## src/rtl/timer_apb_slave.sv

```systemverilog
// APB slave and register file for the timer core: bus FSM, control/compare registers, interrupt status.
// Optional build macro TIMER_PSLVERR_EN enables error responses for unmapped accesses and rejected TCR writes.
module timer_apb_slave #(
    parameter int ADDR_W   = 12,
    parameter int WAIT_CYC = 1
) (
    input  logic        sys_clk,
    input  logic        sys_rst,
    input  logic        psel,
    input  logic        penable,
    input  logic        pwrite,
    input  logic [31:0] paddr,
    input  logic [31:0] pwdata,
    output logic        pready,
    output logic [31:0] prdata,
    output logic        pslverr,
    input  logic [63:0] cnt_val,
    input  logic        cmp_match,
    input  logic        halt_ack,
    output logic        tdr0_wr,
    output logic        tdr1_wr,
    output logic [31:0] tdr_wdata,
    output logic        timer_en,
    output logic        div_en,
    output logic [3:0]  div_val,
    output logic [63:0] tcmp,
    output logic        halt_req,
    output logic        tim_int
);

    typedef enum logic [1:0] {IDLE, WAIT, RESP} state_t;

    localparam logic [1:0] WAIT_LAST = 2'(WAIT_CYC - 1);

    state_t state, state_nxt;
    logic [1:0]        wait_cnt;
    logic [ADDR_W-1:0] addr;
    logic              mapped;
    logic              wr_en;
    logic              tier;
    logic              tisr;
    logic              div_bad;
    logic              tcr_lock;
    logic [31:0]       rdata;
    logic              unused_paddr;

    assign addr         = paddr[ADDR_W-1:0];
    assign unused_paddr = ^paddr;
    assign mapped       = (addr[1:0] == 2'b00) && (addr[ADDR_W-1:5] == '0);
    assign wr_en        = (state == RESP) && psel && pwrite && mapped;

    // A TCR write may not change the divider while the timer is running.
    assign div_bad  = (pwdata[11:8] > 4'd8);
    assign tcr_lock = timer_en && ((pwdata[1] != div_en) || (pwdata[11:8] != div_val));

    always_ff @(posedge sys_clk or posedge sys_rst) begin
        if (sys_rst) begin
            state    <= IDLE;
            wait_cnt <= 2'd0;
        end else begin
            state    <= state_nxt;
            wait_cnt <= (state == WAIT) ? wait_cnt + 2'd1 : 2'd0;
        end
    end

    always_comb begin
        state_nxt = state;
        case (state)
            IDLE: if (psel && penable) state_nxt = (WAIT_CYC == 0) ? RESP : WAIT;
            WAIT: begin
                if (!psel)                      state_nxt = IDLE;
                else if (wait_cnt == WAIT_LAST) state_nxt = RESP;
            end
            RESP:    state_nxt = IDLE;
            default: state_nxt = IDLE;
        endcase
    end

    always_ff @(posedge sys_clk or posedge sys_rst) begin
        if (sys_rst) begin
            timer_en  <= 1'b0;
            div_en    <= 1'b0;
            div_val   <= 4'd1;
            tcmp      <= '1;
            tier      <= 1'b0;
            tisr      <= 1'b0;
            halt_req  <= 1'b0;
            tim_int   <= 1'b0;
            tdr0_wr   <= 1'b0;
            tdr1_wr   <= 1'b0;
            tdr_wdata <= '0;
        end else begin
            tdr0_wr <= wr_en && (addr[4:2] == 3'd1);
            tdr1_wr <= wr_en && (addr[4:2] == 3'd2);
            if (wr_en) tdr_wdata <= pwdata;
            if (wr_en) begin
                case (addr[4:2])
                    3'd0: begin
                        timer_en <= pwdata[0];
                        if (!tcr_lock) begin
                            div_en <= pwdata[1];
                            if (!div_bad) div_val <= pwdata[11:8];
                        end
                    end
                    3'd3:    tcmp[31:0]  <= pwdata;
                    3'd4:    tcmp[63:32] <= pwdata;
                    3'd5:    tier        <= pwdata[0];
                    3'd7:    halt_req    <= pwdata[0];
                    default: ;
                endcase
            end
            // A compare hit in the same cycle as a clear keeps the flag set.
            tisr    <= cmp_match || (tisr && !(wr_en && (addr[4:2] == 3'd6) && pwdata[0]));
            tim_int <= tisr && tier;
        end
    end

    always_comb begin
        rdata = '0;
        if (mapped) begin
            case (addr[4:2])
                3'd0: rdata = {20'd0, div_val, 6'd0, div_en, timer_en};
                3'd1: rdata = cnt_val[31:0];
                3'd2: rdata = cnt_val[63:32];
                3'd3: rdata = tcmp[31:0];
                3'd4: rdata = tcmp[63:32];
                3'd5: rdata = {31'd0, tier};
                3'd6: rdata = {31'd0, tisr};
                3'd7: rdata = {30'd0, halt_ack, halt_req};
                default: rdata = '0;
            endcase
        end
    end

    assign pready = (state == RESP);
    assign prdata = (state == RESP) ? rdata : 32'd0;

`ifdef TIMER_PSLVERR_EN
    assign pslverr = (state == RESP) &&
                     (!mapped || (pwrite && (addr[4:2] == 3'd0) && div_bad));
`else
    assign pslverr = 1'b0;
`endif

endmodule

```

## config.mk

```make
export PLATFORM = sky130hd
export DESIGN_NAME = timer_apb_slave
export DESIGN_NICKNAME = d
export VERILOG_FILES = /design/src/rtl/timer_apb_slave.sv
export SDC_FILE = /design/constraint.sdc
export NUM_CORES = 1
export LEC_CHECK = 0
export CORE_ASPECT_RATIO = 2
export CORE_MARGIN = 3
export CORE_UTILIZATION = 37
export CTS_CLUSTER_SIZE = 8
export DETAILED_ROUTE_END_ITERATION = 8
export PLACE_DENSITY_LB_ADDON = 0.1
export REMOVE_ABC_BUFFERS = 1
export SYNTH_ARGS = -nofsm -noshare
export SYNTH_HDL_FRONTEND = slang
export SYNTH_SLANG_ARGS = --single-unit
export TNS_END_PERCENT = 30
```

## constraint.sdc

```tcl
create_clock -name sys_clk -period 3.3 [get_ports sys_clk]
set_clock_uncertainty 0.15 [all_clocks]
set_input_delay 0.495 -clock sys_clk [delete_from_list [all_inputs] [get_ports sys_clk]]
set_output_delay 0.495 -clock sys_clk [all_outputs]
set_load 0.01 [all_outputs]
```

==> flow_summary.toml, run 1 <==
[clock_network]
numCtsBuffers = 9
h-tree-depth = 3
cts_root_buf = "clkbuf_16"
cts_tree = "done"
cts_sinks = 112
path_clk_slew_ns = 0.08
insertion_delay_ns = 0.34
cts_buffer_depth = 2

[worst_setup_path]
crit_chain = "clkdlybuf4s50_1 -> buf_4 -> nor2b_1 -> buf_4 -> a22o_1 -> a221oi_1 -> nor2_1 -> clkdlybuf4s50_1"
r2r-end = "tisr"
cp.required_ns = 2.65
path_max_fanout = 9
critPathSlowestCell = "clkdlybuf4s50_1"
arrival_ns = 2.58
startpoint = "paddr[2]"
worstRegToRegCells = 7
r2r_slack_ns = 1.11
critPathKind = "input port to primary output"
reg2reg_from = "state[1]"
critPathLaunchType = "input port"
slowest_delay_ns = 0.56
end_kind = "primary output"

[logic_synthesis]
synthArstFlopShare_pct = 100
yosysMostFrequentCell = "nand2_1"
synth.largest_area_cell = "dfstp_2"
synth.area.top_cells = "dfstp_2, dfrtp_1, mux2_4"
netlist_area_sq_mm = 0.00566
seq_area_frac_synth_pct = 51.0
synth_edf_count = 0
synth_cell_types = 46
postSynthCellCount = 488
synthTopCellsByCount = "nand2_1, dfstp_2, mux2_4"
yosysWarnings = 0
avgSynthCellArea_sq_um = 11.6
synth_ff_type = "dfstp_2"
synth_top_area_share_pct = 30.2
synth_seq_cells = 112

[floorplanning]
core_area_sq_mm = 0.0149
floorplan.initialDensity_pct = 38.0
num_io_pins = 275
row_count = 63
die_h_um = 181
die_area_sq_mm = 0.0169
chipWidth_um = 93.4

[detailed_routing]
routedWlPerCell_um = 20.2
route.detailed.drc = 0
wl_met2_mm = 10.8
drt_wl_total_mm = 19.2
final_antenna_net_count = 0
drtPass1Iterations = 6
vias = 4960
routed.top_layer = "met4"
drtIter0Drc = 173
via_per_inst = 5.21
wl_met3_mm = 1.07
met1Wirelength_mm = 6.69

[grt]
grt_max_degree = 54
antenna_found_initial = 0
grt_first_pass_wirelength_mm = 29.7
overflow = 0
first_global_vias = 5267
grt_util_all_layers_pct = 22.7

[hold_path]
hold_depth = 1
hold_class = "flop to flop"
min_to = "wait_cnt[0]"
hp-start = "wait_cnt[0]"

[power_and_ir_drop]
vdd_drop_max_v = 0.000241
p_per_area_mw_per_mm2 = 308
leakage_nw = 4.22
total_power_mw = 2.76

[sta]
max_freq_ghz = 0.310
whs_ns = 0.279
post-route-period-util_pct = 97.7
hold_viol = 0
rsz0062_at_grt = "yes"
setup_violations = 0
slew_viol_final = 0
timing.final.crit_period_ns = 3.22
finalSetupTns_ns = 0

[job]
timing.max_cap.violations = 0

[place]
portBuffers = 253
dpl.hpwl_mm = 14.6
gp_congestion = 0.836

[outcome]
outcome = "complete, no violations"

[cells_and_area]
drive_above_1_share_pct = 26.6
syn2layout_area_growth_pct = 58.1
layout.nets = 888
antenna_cells = 0
sequential cells by signal (all words and copies together), names as in the netlist:
name       flops
div_en         1
div_val        4
halt_req       1
state          2
tcmp          64
tdr0_wr        1
tdr1_wr        1
tdr_wdata     32
tier           1
tim_int        1
timer_en       1
tisr           1
wait_cnt       2
critical path: cells and delay by family:
| kind | cells | cell delay (ns) |
|---|---|---|
| buffers and inverters | 4 | 1.39 |
| AND/OR/NAND/NOR | 2 | 0.16 |
| AO/OA/AOI/OAI | 2 | 0.53 |
worst max-delay path by stage:
stage / end / slack, ns / depth (start not counted)
2_1_floorplan: tcmp[32] / -0.52 / 3
3_3_place_gp: prdata[27] / 0.02 / 7
3_5_place_dp: prdata[15] / -0.0008 / 7
4_1_cts: prdata[16] / 0.004 / 8
5_1_grt: prdata[14] / -0.02 / 8
6_report: prdata[0] / 0.08 / 8
layout by cell type (no fill, tap or decap), drive strengths merged, types with 2 or more instances in the layout:
master and instances:
nor3b 2, and2 3, a21oi 35, nor2 8, dfrtp 47, nand2 101, nor2b 5, clkdlybuf4s50 230
a221oi 2, o21ai 8, buf 35, and3 2, xor2 2, inv 8, dfstp 65, and4 2
a22oi 56, nand4 4, clkbuf 11, a22o 4, clkinv 2, xnor2 3, o31ai 2, nor3 3
dlymetal6s2s 22, mux2i 3, nand3 6, mux2 71
per-stage QoR:
stage	area (sq um)	setup slack, ns	util, %	std cells
2_1_floorplan	5450	-0.515	-	453
3_3_place_gp	8580	0.0193	57.6	936
3_5_place_dp	8580	-0.000798	57.6	936
4_1_cts	8870	0.00409	59.6	952
5_1_grt	8940	-0.0173	60.0	952
6_report	8940	0.0758	60.0	952
power by group:
group / internal (mW) / switching [mW]
Clock: 0.560 / 0.508
Combinational: 0.174 / 0.128
Sequential: 1.38 / 0.00449
cells by family after synthesis:
logic type	synth area share, %
AND/OR/NAND/NOR	12.1
flip-flops	51.0
AO/OA/AOI/OAI	13.0
multiplexers	18.7
buffers and inverters	4.05
XOR/XNOR	0.774
adder cells (fa/ha/maj)	0.221
other	0.0663
layer usage:
layer / global-route usage, % / up-vias
met1: 24.4 / 2475
met4: 8.87 / 0
met3: 4.21 / 36
met5: 0 / -
met2: 42.7 / 190
li1: - / 2259
layout make-up:
cell class	instances	area [sq um]
Tap cell	195	244
Multi-Input combinational cell	335	2560
Clock inverter	5	38.8
Timing Repair Buffer	288	2930
Clock buffer	11	253
Sequential cell	112	2880
Inverter	6	25.0
Fill cell	1243	5960
timing repair:
action / 4_1_cts / 5_1_grt
endpoints found under the setup margin: 5 / 29
gates resized for setup: 3 / 26
endpoints found under the hold margin: 0 / 0
hold buffers: 0 / 0
pin swaps: 0 / 2
buffers inserted: 0 / 0
No activity file was read; power rests on OpenSTA's default activity.
==> run 2, diff against run 1 <==
--- a/config.mk
+++ b/config.mk
@@ -10,7 +10,7 @@
 export CORE_UTILIZATION = 37
 export CTS_CLUSTER_SIZE = 8
 export DETAILED_ROUTE_END_ITERATION = 8
-export PLACE_DENSITY_LB_ADDON = 0.1
+export PLACE_DENSITY = 0.77
 export REMOVE_ABC_BUFFERS = 1
 export SYNTH_ARGS = -nofsm -noshare
 export SYNTH_HDL_FRONTEND = slang
==> run 2 against run 1 <==
- clock-buffer cell count rose by 1
- utilization fell by 0.39 points
- clock power barely moved
- cell area fell by 0.66%
- die area did not move
==> flow_summary.toml, run 2 (synthesis results as in run 1) <==
[clock_network]
cts_hold_buf = 0
cts_sinks = 112
path_clk_slew_ns = 0.07
insertion_delay_ns = 0.34
cts_buffer_depth = 2
cts_root_buf = "clkbuf_16"
numCtsBuffers = 9
h-tree-depth = 3
cts_tree = "done"

[sta]
max_freq_ghz = 0.308
whs_ns = 0.292
post-route-period-util_pct = 98.3
setup_violations = 0
hold_viol = 0
slew_viol_final = 0
slew_headroom_pct = 64.0
worst_pin_slew_ns = 0.540
timing.final.crit_period_ns = 3.25
finalSetupTns_ns = 0
timing.final.ws_setup_ns = 0.0549
rsz0062_at_grt = "no"

[grt]
grt_max_degree = 54
overflow = 0
grt_first_pass_wirelength_mm = 29.1
grt_util_all_layers_pct = 22.3
antenna_found_initial = 1
first_global_vias = 5301

[power_and_ir_drop]
vdd_drop_max_v = 0.000245
leakage_nw = 3.83
p_per_area_mw_per_mm2 = 310

[worst_setup_path]
worstRegToRegCells = 6
arrival_ns = 2.60
cp.depth = 7
critPathTopFamily = "buffers and inverters"
crit_chain = "clkdlybuf4s50_1 -> nor4_4 -> and4_1 -> nand2_1 -> buf_12 -> a21oi_1 -> clkdlybuf4s50_1"
path_max_fanout = 26
critPathKind = "input port to primary output"
worst_path_most_repeated_cell = "clkdlybuf4s50_1"
slowest_delay_ns = 0.60
critPathSlowestCell = "clkdlybuf4s50_1"
cp.required_ns = 2.65
end_kind = "primary output"
critPathLaunchType = "input port"
cp.buffers_inverters = 3

[place]
dpl.hpwl_mm = 14.4
portBuffers = 253
place_area_sq_mm = 0.00854
place_ws_ns = -0.104
gp_congestion = 0.840

[cells_and_area]
final_cell_mix = "clkdlybuf4s50_1, nand2_1, dfstp_2"
drive_above_1_share_pct = 26.0
reg_top3 = "tcmp: 64 flops, tdr_wdata: 32 flops, div_val: 4 flops"
utilization_pct = 59.6
layout.nets = 885
top_register = "tcmp"
mostFrequentLayoutCell = "clkdlybuf4s50_1"
largest_register_ffs = 64
postLayoutCellArea_sq_mm = 0.00888
syn2layout_area_growth_pct = 57.1

[floorplanning]
num_io_pins = 275
floorplan.initialDensity_pct = 38.0
core_area_sq_mm = 0.0149
chipWidth_um = 93.4
die_h_um = 181
die_area_sq_mm = 0.0169
row_count = 63

[detailed_routing]
final_antenna_net_count = 0
vias = 4989
via_per_inst = 5.25
drtIter0Drc = 200
route.detailed.drc = 0
routedWlPerCell_um = 19.9
drtPass1Iterations = 4
drt_wl_total_mm = 18.9

[hold_path]
hold_depth = 1
hold_class = "flop to flop"

[job]
timing.max_cap.violations = 0

[outcome]
outcome = "complete, no violations"
==> run 2: worst paths after layout <==
| kind | start | to | slack, ns |
|---|---|---|---|
| max | paddr[5] | prdata[15] | 0.05 |
| min | wait_cnt[0] | wait_cnt[0] | 0.29 |
| max reg2reg | state[1] | tcmp[62] | 1.06 |
| min reg2reg | wait_cnt[0] | wait_cnt[0] | 0.29 |
| max in group asynchronous | sys_rst | tcmp[4] | 1.89 |
| min in group asynchronous | sys_rst | tdr_wdata[12] | 0.36 |
==> run 2: layer usage <==
metal / global-route usage, % / part of all wire, % / wire (um) / vias to the layer above
li1: - / - / - / 2258
met1: 24.7 / 36 / 6840 / 2460
met2: 39.3 / 54 / 10200 / 217
met3: 3.62 / 4.6 / 870 / 54
met4: 12.8 / 5.2 / 991 / 0
met5: 0 / 0 / 0 / -
==> run 2: area by class of cell <==
cell class	instances	area (sq um)
Inverter	6	25.0
Clock inverter	4	37.5
Tap cell	195	244
Timing Repair Buffer	285	2850
Fill cell	1182	6020
Multi-Input combinational cell	335	2580
Antenna cell	1	2.50
Sequential cell	112	2880
Clock buffer	12	256
==> run 2: timing repair <==
item	in CTS	in global routing
resized for setup	7	5
endpoints found under the setup margin	25	15
pin swaps	0	2
buffers inserted	0	0
==> run 2: stage by stage <==
step | power [mW] | cells
2_1_floorplan | 1.48 | 453
3_3_place_gp | 1.70 | 933
3_5_place_dp | 1.71 | 933
4_1_cts | 2.79 | 949
5_1_grt | 2.86 | 950
6_report | 2.76 | 950
==> run 2: where the power goes <==
part / switching [mW] / internal, mW
registers: 0.00450 / 1.38
logic: 0.128 / 0.173
clock network: 0.504 / 0.566
==> run 3, diff against run 2 <==
--- a/config.mk
+++ b/config.mk
@@ -5,12 +5,14 @@
 export SDC_FILE = /design/constraint.sdc
 export NUM_CORES = 1
 export LEC_CHECK = 0
+export CAP_MARGIN = 40
 export CORE_ASPECT_RATIO = 2
 export CORE_MARGIN = 3
-export CORE_UTILIZATION = 37
+export CORE_UTILIZATION = 44
 export CTS_CLUSTER_SIZE = 8
 export DETAILED_ROUTE_END_ITERATION = 8
-export PLACE_DENSITY = 0.77
+export PLACE_DENSITY = 0.86
+export RECOVER_POWER = 100
 export REMOVE_ABC_BUFFERS = 1
 export SYNTH_ARGS = -nofsm -noshare
 export SYNTH_HDL_FRONTEND = slang
==> constraint.sdc (replaced) <==
create_clock -name sys_clk -period 4 [get_ports sys_clk]
set_clock_uncertainty 0.15 [all_clocks]
set_input_delay 0.6 -clock sys_clk [delete_from_list [all_inputs] [get_ports sys_clk]]
set_output_delay 0.6 -clock sys_clk [all_outputs]
set_load 0.01 [all_outputs]
==> run 3 against run 2 <==
- the run now ends with capacitance limit, slew limit left
- final cell count is 6.5% lower
- non-clock buffer count down 16
- combinational power shrank 24%
- first-iteration DRC count rose by 31%
- register-to-register slack got worse by 0.31 ns
- largest cell class unchanged
- flip-flop and latch count unchanged
- largest power group unchanged
- routed wire length decreased by 0.67%
- sequential power down 18%
- clock-buffer cell count decreased by 1
==> flow_summary.toml, run 3 (synthesis results as in run 1) <==
[clock_network]
cts_sinks = 112
cts_resized = 0
cts_root_buf = "clkbuf_16"
insertion_delay_ns = 0.34
cts_buffer_depth = 2
cts_hold_buf = 0
cts_tree = "done"
numCtsBuffers = 9
path_clk_slew_ns = 0.08
h-tree-depth = 3
post_cts_buffers = 0

[cells_and_area]
drive_above_1_share_pct = 15.4
largest_register_ffs = 64
antenna_cells = 0
mostFrequentLayoutCell = "dlygate4sd3_1"
layout.nets = 869
final_cell_mix = "dlygate4sd3_1, clkdlybuf4s50_1, nand2_1"
stdcell_count = 888
syn2layout_area_growth_pct = 47.1
reg_top3 = "tcmp: 64 flops, tdr_wdata: 32 flops, div_val: 4 flops"
top_register = "tcmp"

[worst_setup_path]
crit_chain = "dlygate4sd3_1 -> buf_4 -> nand2_1 -> nor2_2 -> buf_4 -> a22oi_1 -> a21oi_1 -> dlygate4sd3_1"
critPathCapture = "prdata[30]"
r2r_slack_ns = 0.75
arrival_ns = 3.04
worstRegToRegCells = 5
r2r-end = "tcmp[45]"
startpoint = "paddr[2]"
critPathKind = "input port to primary output"
reg2reg_from = "state[0]"
path_max_fanout = 27
critPathLaunchType = "input port"
critPathSlowestCell = "dlygate4sd3_1"
cp.required_ns = 3.25
end_kind = "primary output"
slowest_delay_ns = 0.65

[grt]
first_global_vias = 5371
antenna_found_initial = 0
grt_first_pass_wirelength_mm = 29.4
grt_util_all_layers_pct = 26.4
overflow = 0
grt_max_degree = 63

[sta]
finalSetupTns_ns = 0
whs_ns = 0.283
post-route-period-util_pct = 94.9
slew_headroom_pct = -45.7
slew_viol_final = 85
worst_pin_slew_ns = 2.17
rsz0062_at_grt = "no"
timing.final.crit_period_ns = 3.79
setup_violations = 0
max_freq_ghz = 0.264
hold_viol = 0
timing.final.ws_setup_ns = 0.206

[detailed_routing]
routedWlPerCell_um = 21.2
via_per_inst = 5.64
drt_wl_total_mm = 18.8
route.detailed.drc = 0
drtPass1Iterations = 5
drtIter0Drc = 262
final_antenna_net_count = 0
vias = 5009

[power_and_ir_drop]
leakage_nw = 3.92
p_per_area_mw_per_mm2 = 268
vdd_drop_max_v = 0.000189
total_power_mw = 2.23

[floorplanning]
die_h_um = 166
num_io_pins = 275
die_area_sq_mm = 0.0143
floorplan.initialDensity_pct = 45.0
core_area_sq_mm = 0.0126
row_count = 58
chipWidth_um = 86.2

[hold_path]
hold_class = "flop to flop"
hold_depth = 1

[place]
gp_congestion = 0.859
portBuffers = 253
dp.cells = 872
dpl.hpwl_mm = 13.8
place_ws_ns = 0.322

[job]
timing.max_cap.violations = 2

[outcome]
outcome = "finished, violations left"
violations = "capacitance limit, slew limit"
-- run 3: where the power goes --
group | leakage, nW | switching [mW] | internal (mW) | total, mW
sequential | 1.31 | 0.00360 | 1.14 | 1.14
clock | 0.140 | 0.411 | 0.447 | 0.858
combinational | 2.47 | 0.0999 | 0.130 | 0.229
total | 3.92 | 0.515 | 1.72 | 2.23
-- run 3: layout make-up --
type / count / area [sq um]
fill: 984 / 4230
multi-input combinational: 335 / 2290
tap: 150 / 188
sequential: 112 / 2880
clock inverter: 5 / 40.0
timing repair buffer: 269 / 2660
inverter: 6 / 23.8
clock buffer: 11 / 243
-- run 3: metal layers --
metal	GRT usage (%)	share of wire (%)	vias to the layer above
met5	0	0	-
met4	12.5	4.7	0
met3	4.07	5.4	56
met2	47.3	54	244
met1	29.6	36	2479
li1	-	-	2230
-- run 3: how the worst min path moves through the flow --
| stage | start | to |
|---|---|---|
| 2_1_floorplan | wait_cnt[0] | wait_cnt[0] |
| 3_3_place_gp | wait_cnt[0] | wait_cnt[0] |
| 3_5_place_dp | wait_cnt[0] | wait_cnt[0] |
| 4_1_cts | wait_cnt[0] | wait_cnt[0] |
| 5_1_grt | wait_cnt[0] | wait_cnt[0] |
| 6_report | wait_cnt[0] | wait_cnt[0] |
-- run 3: metrics by stage --
step	util, %	cell area (sq um)
after detailed placement	66.3	8330
after global placement	66.3	8330
after floorplan	-	5450
after global routing	66.3	8320
after CTS	68.6	8610
final	66.3	8320
-- run 3: critical path: cells and delay by family --
| family | cells | cell delay, ns |
|---|---|---|
| AND/OR/NAND/NOR | 2 | 0.17 |
| AO/OA/AOI/OAI | 2 | 0.33 |
| buffers and inverters | 4 | 1.93 |
